File: config.mk
export PLATFORM = sky130hd
export DESIGN_NAME = dsn_res_rd
export DESIGN_NICKNAME = d
export VERILOG_FILES = /design/src/rtl/dsn_res_rd_pkg.sv /design/src/rtl/blk_popcnt.sv /design/src/rtl/dsn_res_rd.sv
export SDC_FILE = /design/constraint.sdc
export NUM_CORES = 1
export LEC_CHECK = 0
export ABC_AREA = 1
export BUFFER_PORTS_ARGS = -buffer_cell sky130_fd_sc_hd__buf_2
export CELL_PAD_IN_SITES_DETAIL_PLACEMENT = 1
export CELL_PAD_IN_SITES_GLOBAL_PLACEMENT = 1
export CORE_UTILIZATION = 42
export CTS_CLUSTER_SIZE = 12
export DETAILED_ROUTE_END_ITERATION = 10
export PLACE_DENSITY_LB_ADDON = 0.1
export SYNTH_ARGS = -nofsm -noshare
export SYNTH_HDL_FRONTEND = slang
export SYNTH_SLANG_ARGS = --single-unit
File: constraint.sdc
create_clock -name clk -period 7 [get_ports clk]
set_input_delay 1.4 -clock clk [delete_from_list [all_inputs] [get_ports clk]]
set_output_delay 1.4 -clock clk [all_outputs]
set_load 0.02 [all_outputs]
File: src/rtl/dsn_res_rd_pkg.sv
// Shared constants, derived widths and FSM encoding for the result-RAM reader.
package dsn_res_rd_pkg;

    localparam int R_BITS  = 10163;
    localparam int ADDR_W  = 8;
    localparam int DAT_W   = 64;
    localparam int DAT_DEP = 159;
    localparam int WGT_W   = 14;

    function automatic int pad_bits(input int r, input int w, input int dep);
        return dep * w - r;
    endfunction

    function automatic bit wgt_w_ok(input int r, input int h);
        return (2 ** h) > r;
    endfunction

    localparam int PAD      = pad_bits(R_BITS, DAT_W, DAT_DEP);
    localparam bit WGT_W_OK = wgt_w_ok(R_BITS, WGT_W);

    typedef enum logic [1:0] {
        ST_IDLE,
        ST_RUN,
        ST_DRAIN,
        ST_FIN
    } state_t;

endpackage

File: src/rtl/blk_popcnt.sv
// Combinational 64-bit population count built as a balanced adder tree.
module blk_popcnt (
    input  logic [63:0] din,
    output logic [6:0]  cnt
);

    logic [1:0] l1 [32];
    logic [2:0] l2 [16];
    logic [3:0] l3 [8];
    logic [4:0] l4 [4];
    logic [5:0] l5 [2];

    for (genvar i = 0; i < 32; i++) begin : g_l1
        assign l1[i] = 2'(din[2*i]) + 2'(din[2*i+1]);
    end
    for (genvar i = 0; i < 16; i++) begin : g_l2
        assign l2[i] = 3'(l1[2*i]) + 3'(l1[2*i+1]);
    end
    for (genvar i = 0; i < 8; i++) begin : g_l3
        assign l3[i] = 4'(l2[2*i]) + 4'(l2[2*i+1]);
    end
    for (genvar i = 0; i < 4; i++) begin : g_l4
        assign l4[i] = 5'(l3[2*i]) + 5'(l3[2*i+1]);
    end
    for (genvar i = 0; i < 2; i++) begin : g_l5
        assign l5[i] = 6'(l4[2*i]) + 6'(l4[2*i+1]);
    end

    assign cnt = 7'(l5[0]) + 7'(l5[1]);

endmodule

File: src/rtl/dsn_res_rd.sv
// Result-RAM reader: streams every RAM word with pad bits cleared
// and accumulates the Hamming weight of the r-bit result.
module dsn_res_rd
    import dsn_res_rd_pkg::*;
#(
    parameter int r         = R_BITS,
    parameter int G_ADDR_W  = ADDR_W,
    parameter int G_DAT_W   = DAT_W,
    parameter int G_DAT_DEP = DAT_DEP,
    parameter int H_DAT_W   = WGT_W
) (
    input  logic                clk,
    input  logic                rst_b,
    input  logic                start,
    output logic                busy,
    output logic                done,
    output logic [G_ADDR_W-1:0] re_addr,
    output logic                re_en,
    input  logic [G_DAT_W-1:0]  re_din,
    output logic [G_DAT_W-1:0]  m_data,
    output logic                m_valid,
    output logic                m_last,
    input  logic                m_ready,
    output logic [H_DAT_W-1:0]  weight
);

    localparam int PAD_W = pad_bits(r, G_DAT_W, G_DAT_DEP);
    localparam logic [G_DAT_W-1:0] LAST_MASK =
        ~((G_DAT_W'(1) << PAD_W) - G_DAT_W'(1));
    localparam logic [G_ADDR_W-1:0] LAST_ADDR = G_ADDR_W'(G_DAT_DEP - 1);

    if (!wgt_w_ok(r, H_DAT_W)) begin : g_wgt_chk
        $error("H_DAT_W too narrow for r");
    end

    state_t state, state_nxt;

    logic [1:0]         fifo_cnt;
    logic               rd_ptr;
    logic               wr_ptr;
    logic [G_DAT_W-1:0] fifo_d [2];
    logic               fifo_l [2];
    logic               inflight;
    logic               infl_last;
    logic               pop;
    logic               issue;
    logic               start_acc;
    logic [2:0]         occ;
    logic [6:0]         pc;

    assign start_acc = (state == ST_IDLE) && start;
    assign pop       = m_valid && m_ready;
    // Slots already claimed once this cycle's pop retires.
    assign occ       = 3'(fifo_cnt) + 3'(inflight) - 3'(pop);
    assign wr_ptr    = rd_ptr ^ fifo_cnt[0];

    assign m_valid = (fifo_cnt != 2'd0);
    assign m_data  = fifo_d[rd_ptr];
    assign m_last  = fifo_l[rd_ptr];

    blk_popcnt u_popcnt (
        .din (m_data),
        .cnt (pc)
    );

    always_ff @(posedge clk or negedge rst_b) begin
        if (!rst_b) state <= ST_IDLE;
        else        state <= state_nxt;
    end

    always_comb begin
        state_nxt = state;
        unique case (state)
            ST_IDLE:  if (start) state_nxt = ST_RUN;
            ST_RUN:   if (issue && re_addr == LAST_ADDR) state_nxt = ST_DRAIN;
            ST_DRAIN: if (pop && m_last) state_nxt = ST_FIN;
            ST_FIN:   state_nxt = ST_IDLE;
            default:  state_nxt = ST_IDLE;
        endcase
    end

    always_comb begin
        busy  = 1'b0;
        done  = 1'b0;
        issue = 1'b0;
        unique case (state)
            ST_RUN: begin
                busy  = 1'b1;
                issue = (occ < 3'd2);
            end
            ST_DRAIN: busy = 1'b1;
            ST_FIN:   done = 1'b1;
            default: ;
        endcase
    end

    assign re_en = issue;

    always_ff @(posedge clk or negedge rst_b) begin
        if (!rst_b) begin
            re_addr <= '0;
            weight  <= '0;
        end else begin
            if (start_acc)  re_addr <= '0;
            else if (issue) re_addr <= re_addr + G_ADDR_W'(1);
            if (start_acc)  weight <= '0;
            else if (pop)   weight <= weight + H_DAT_W'(pc);
        end
    end

    // Pad bits are cleared on capture so head data and popcount agree.
    always_ff @(posedge clk or negedge rst_b) begin
        if (!rst_b) begin
            fifo_cnt  <= '0;
            rd_ptr    <= 1'b0;
            fifo_d[0] <= '0;
            fifo_d[1] <= '0;
            fifo_l[0] <= 1'b0;
            fifo_l[1] <= 1'b0;
            inflight  <= 1'b0;
            infl_last <= 1'b0;
        end else begin
            inflight  <= issue;
            infl_last <= issue && (re_addr == LAST_ADDR);
            if (inflight) begin
                fifo_d[wr_ptr] <= infl_last ? (re_din & LAST_MASK) : re_din;
                fifo_l[wr_ptr] <= infl_last;
            end
            if (pop) rd_ptr <= ~rd_ptr;
            fifo_cnt <= fifo_cnt + 2'(inflight) - 2'(pop);
        end
    end

endmodule

==> Word level (Yosys, flattened, before mapping) <==
Cells that the tools add are included.
{ "op_classes": {"order_cmp": 4, "n_mux": 24, "add_sub_neg": 69, "n_eq_ne": 7, "n_reduce_logical": 11, "bitwise_logic": 4} }
{ "op_table": {"columns": ["op", "n"], "rows": [
  ["two-way mux 64 bit", 4],
  ["bitwise mux 128 bit", 1],
  ["adder 1 x 1 -> 2 bit", 32],
  ["demux 64 bit (select 1 bit)", 1],
  ["adder 2 x 2 -> 3 bit", 16],
  ["adder 3 x 3 -> 4 bit", 8],
  ["two-way mux 14 bit", 2],
  ["adder 4 x 4 -> 5 bit", 4],
  ["two-way mux 8 bit", 2],
  ["adder 14 x 7 -> 14 bit", 1],
  ["two-way mux 13 bit", 1],
  ["adder 5 x 5 -> 6 bit", 2],
  ["adder 8 x 1 -> 8 bit (second input constant)", 1],
  ["== test 8 bit (second input constant)", 1],
  ["one-hot mux 2 bit (4 select lines)", 1],
  ["adder 6 x 6 -> 7 bit", 1],
  ["two-way mux 1 bit", 7],
  ["two-way mux 2 bit", 3],
  ["inequality test 2 bit (second input constant)", 3],
  ["nonzero test 2 bit", 3],
  ["logical AND 1 bit", 5],
  ["== test 2 bit (second input constant)", 2],
  [">= comparator 2 bit (second input constant)", 2],
  ["inverter 1 -> 2 bit", 2],
  ["14 further kinds", 14]
]} }
{ "word_totals": {"inputBits": 68, "regBits": 159, "wordCells": 130, "out_inout_bits": 91} }

==> Longest topological paths before layout <==
{ "logic_depth": {"depth_word": 13, "ltp_mapped": 28, "mapped_depth_nobuf": 26} }

==> Cells and area by module <==
A second synthesis with hierarchy kept.
{ "hier_totals": {"cells_unflattened": 1105, "hier_area_um2": 9272.6} }
{ "modules_own_cells": {"columns": ["module", "cells_each", "area_per_inst_um2", "instances", "seq_area_each_um2"], "rows": [
  ["dsn_res_rd", 926, 7564.8, 1, 3978.8],
  ["blk_popcnt", 179, 1707.9, 1, 0.0]
]} }

==> Worst setup path after synthesis <==
OpenSTA, ideal clock, no wires.
{ "synth_path": {"kind": "register to register", "start": "register rd_ptr", "end": "register weight[12]", "n_path_buf": 3, "required_time_ps": 6881, "t_arrival_ps": 6726, "stages_incl_launch_ff": 24, "setup_slack_ps": 155, "setup_time_ps": 119, "synth_period_minus_slack_ps": 6845, "cell_sequence": "dfrtp_1 -> buf_4 -> buf_2 -> buf_2 -> o21ai_0 -> fa_1 -> inv_1 -> fa_1 -> fa_1 -> fa_1 -> fa_1 -> fa_1 -> fa_1 -> fa_1 -> fa_1 -> fa_1 -> inv_1 -> nand3_1 -> nand3_1 -> nand2_1 -> nand3_1 -> nand3_1 -> nand2_1 -> nor2_1"} }
{ "synth_via": {"elab_chain_cells": 13, "word_cells_on_any_way": 70, "classes_between": "add/sub (64); mux (5); bitwise (1)"} }
{ "synth_lines": {"columns": ["item", "line_no", "rtl"], "rows": [
  ["start: declaration", "dsn_res_rd.sv:39", "logic rd_ptr;"],
  ["start signal: assignment", "dsn_res_rd.sv:129", "if (pop) rd_ptr <= ~rd_ptr;"],
  ["inverter 1 -> 2 bit (implied by the code)", "dsn_res_rd.sv:58", "assign m_data = fifo_d[rd_ptr];"],
  ["two-way mux 64 bit (implied by the code) (3 in a row)", "dsn_res_rd.sv:58", null],
  ["named net m_data[1]", "dsn_res_rd.sv:20", "output logic [G_DAT_W-1:0] m_data,"],
  ["adder 1 x 1 -> 2 bit", "blk_popcnt.sv:14", "assign l1[i] = 2'(din[2*i]) + 2'(din[2*i+1]);"],
  ["adder 2 x 2 -> 3 bit", "blk_popcnt.sv:17", "assign l2[i] = 3'(l1[2*i]) + 3'(l1[2*i+1]);"],
  ["adder 3 x 3 -> 4 bit", "blk_popcnt.sv:20", "assign l3[i] = 4'(l2[2*i]) + 4'(l2[2*i+1]);"],
  ["adder 4 x 4 -> 5 bit", "blk_popcnt.sv:23", "assign l4[i] = 5'(l3[2*i]) + 5'(l3[2*i+1]);"],
  ["adder 5 x 5 -> 6 bit", "blk_popcnt.sv:26", "assign l5[i] = 6'(l4[2*i]) + 6'(l4[2*i+1]);"],
  ["adder 6 x 6 -> 7 bit", "blk_popcnt.sv:29", "assign cnt = 7'(l5[0]) + 7'(l5[1]);"],
  ["adder 14 x 7 -> 14 bit", "dsn_res_rd.sv:107", "else if (pop) weight <= weight + H_DAT_W'(pc);"],
  ["two-way mux 14 bit", "dsn_res_rd.sv:107", null],
  ["two-way mux 14 bit", "dsn_res_rd.sv:106", "if (start_acc) weight <= '0;"],
  ["end signal: assignment", "dsn_res_rd.sv:107", null],
  ["end: declaration", "dsn_res_rd.sv:24", "output logic [H_DAT_W-1:0] weight"]
]} }
The timed path passes the listed nets, and every way through them passes these cells. The select of a mux whose other input is x is not followed.
A chain may end at the register's enable or synchronous reset.

==> Worst setup path in the final report <==
{ "layout_path": {"start": "register rd_ptr", "end": "register weight[6]"} }
{ "layout_via": {"elab_chain_cells": 13, "word_cells_on_any_way": 70, "classes_between": "add/sub (64); mux (5); bitwise (1)"} }
{ "layout_lines": {"columns": ["item", "line_no"], "rows": [
  ["inverter 1 -> 2 bit (implied by the code) *", "dsn_res_rd.sv:58"],
  ["two-way mux 64 bit (implied by the code) * (3 in a row)", "dsn_res_rd.sv:58"],
  ["adder 1 x 1 -> 2 bit", "blk_popcnt.sv:14"],
  ["adder 2 x 2 -> 3 bit", "blk_popcnt.sv:17"],
  ["adder 3 x 3 -> 4 bit", "blk_popcnt.sv:20"],
  ["adder 4 x 4 -> 5 bit", "blk_popcnt.sv:23"],
  ["adder 5 x 5 -> 6 bit", "blk_popcnt.sv:26"],
  ["adder 6 x 6 -> 7 bit *", "blk_popcnt.sv:29"],
  ["adder 14 x 7 -> 14 bit *", "dsn_res_rd.sv:107"],
  ["two-way mux 14 bit *", "dsn_res_rd.sv:107"],
  ["two-way mux 14 bit *", "dsn_res_rd.sv:106"]
]} }
Mark *: on every way between the ends. The rest lies on a longest branch, timed or not. The select of a mux whose other input is x is not followed.

==> impl_metrics.tcl <==
set metrics [dict create \
    num_antenna_cells 0 \
    route.detailed.drc 21 \
    avgSynthCellArea_um2 8.17 \
    setup_tns_ps 0 \
    final_cells 1599 \
    fin_util_pct 50.4 \
    wl_per_cell_um 16.4 \
    hold_viol 0 \
    ios 159 \
    clock_path_buffers 2 \
    path_max_fanout 44 \
    startpoint_type "flop" \
    grt_pass1_vias 8537 \
    initial_core_util_pct 43.1 \
    grt_max_degree 92 \
    area_delta_synth_final_pct 17.0 \
    rows 54 \
    num_vias 7780 \
    path_clk_slew_ps 70 \
    fmax_mhz 149 \
    antenna_found_initial 1 \
    cts.root.buffer_cell "clkbuf_16" \
    cts_tree "yes" \
    violations "DRC" \
    drive_above_1_share_pct 16.5 \
    routed_via_density 4.87 \
    clk_latency_ps 430 \
    synth_warnings 0 \
    finalWirelength_um 26200 \
    maxCapViolCount 0 \
    synth-seq-area-share_pct 42.1 \
    worstMarginPinSlew_ps 928 \
    cp_data_arrival_time_ps 6990 \
    cts_sinks 159 \
    rsz0062_at_grt "no" \
    hpwl_um 19000 \
    postCtsSetupRepairBufs 0 \
    worstSetupEndpointType "flop" \
    cp.required_ps 7300 \
    numCtsBuffers 17 \
    setup_violations 0 \
    ys_seq_elements 159 \
    ant_nets 0 \
    die_h_um 152 \
    grt_pass1_wl_um 44300 \
    drt_iter0_drc 267 \
    slew_headroom_pct 38.1 \
    post-route-period-util_pct 95.6 \
    slowest_stage "fa_1" \
    syn_nets 1319 \
    run_status "finished, violations left" \
    cts.htree.levels 4 \
    cp_top_family "adder cells" \
    slew_violations 0 \
    grt_usage_pct 24.4 \
    min_period_ps 6690 \
    dr.pass1.iters 7 \
    cp.buffers_inverters 2 \
    core_area_um2 22000 \
    dp_cells 1567 \
    dieWidth_um 152 \
    syn-instance-count 1158 \
    place_congestion 0.813 \
    syn_area_um2 9460 \
    io_buffer_count 158 \
    grt_overflow 0 \
    cp_slowest_stage_delay_ps 570 \
    cp_common_cell "fa_1" \
    dieArea_um2 23100 \
    nNetsFinal 1467 \
    path_class "reg -> reg" \
    fillCellCount 2738 \
    skew_ps 11.4 \
    hold_class "reg -> reg" \
    synth.distinct_cells 30 \
    cp_cell_sequence "buf_12 > o21ai_0 > fa_1 > fa_1 > fa_1 > fa_1 > fa_1 > fa_1 > fa_1 > fa_1 > fa_1 > fa_1 > inv_1 > nand3_1 > nand3_1 > nand2_1 > nand2_1 > nand2_1 > nand2_1 > o21ai_0" \
]
[worst register-to-register path, delay by kind of cell, from the launching register on]
family / cells / cell delay (ps)
AOI/OAI and AO/OA: 2 / 450
adders and majority gates: 10 / 4820
buffers and inverters: 2 / 280
DFF: 1 / 470
and+or+nand+nor: 6 / 540
[placed cells by master (no fill, tap or decap), types with 17 or more instances in the layout]
master       n
nand2_1    398
inv_1      216
dfrtp_1    158
buf_2      157
o21ai_0     78
o21ai_1     63
fa_1        57
nand3_1     36
ha_1        36
nor2_1      31
clkbuf_16   17
[cells in the mapped netlist, drive strengths merged]
cell type / instances / area, um2
nand3: 36 / 180
nand2: 399 / 1500
nor2: 33 / 134
clkbuf: 10 / 37.5
o21bai: 1 / 7.51
ha: 36 / 450
o21a: 1 / 7.51
xnor2: 2 / 36.3
mux2: 7 / 78.8
o21ai: 141 / 706
xor2: 3 / 26.3
nand4: 3 / 18.8
dfrtp: 159 / 3980
buf: 35 / 247
fa: 57 / 1140
or2: 2 / 12.5
a21oi: 12 / 60.1
a22oi: 1 / 7.51
nor3: 3 / 15.0
inv: 217 / 815
[per-layer routing]
layer	vias up	wire [um]	track usage, %	share of wire, %
met4	0	334	7.09	1.3
li1	3794	-	-	-
met2	141	12900	41.2	49
met3	21	861	3.57	3.3
met5	-	0	0	0
met1	3824	12100	32.6	46
[state kept, by name, indices dropped and copies added (netlist names)]
register / count
fifo_d: 128
weight: 14
re_addr: 8
fifo_cnt: 2
fifo_l: 2
state: 2
infl_last: 1
inflight: 1
rd_ptr: 1
[logic make-up after synthesis]
logic type               count (synthesis)  share of synthesized area, %
AO/OA/AOI/OAI                          156                          8.33
multiplexers                             7                         0.833
AND/OR/NAND/NOR                        476                          19.7
flip-flops                             159                          42.1
buffers and inverters                  262                          11.6
adder cells (fa/ha/maj)                 93                          16.8
XOR/XNOR                                 5                         0.661
[stage by stage]
step / area, um2 / worst slack, ps / hold WS, ps
5_1_grt: 11100 / 7.24 / 497
3_5_place_dp: 10500 / 229 / 460
2_1_floorplan: 9460 / 155 / 444
4_1_cts: 11100 / 206 / 478
3_3_place_gp: 10500 / 292 / 456
6_report: 11100 / 306 / 472
[path summary, 6_finish.rpt]
check,from,end,slack (ps),cells past startpoint
setup / recovery,rd_ptr,weight[6],310,20
hold / removal,fifo_d[103],fifo_d[103],470,2
setup reg to reg,rd_ptr,weight[6],310,20
hold reg to reg,fifo_d[103],fifo_d[103],470,2
max in group asynchronous,rst_b,rd_ptr,4410,2
min in group asynchronous,rst_b,fifo_d[7],1040,1
[timing repair]
| action | CTS | global route |
|---|---|---|
| hold buffers | 0 | 0 |
| endpoints found under the setup margin | 0 | 3 |
| gates resized for setup | 0 | 12 |
[area by class of cell]
type / instances / area [um2] / share of cell area, %
clock buffer: 18 / 439 / 3.97
clock inverter: 14 / 163 / 1.47
inverter: 217 / 815 / 7.36
multi-input combinational: 737 / 4380 / 39.6
sequential: 159 / 3980 / 36.0
tap: 280 / 350 / 3.17
timing repair buffer: 174 / 937 / 8.47
Power is left out: the tool's default activity adds up to more than one toggle a clock period on the data nets, which glitch-free logic cannot reach.
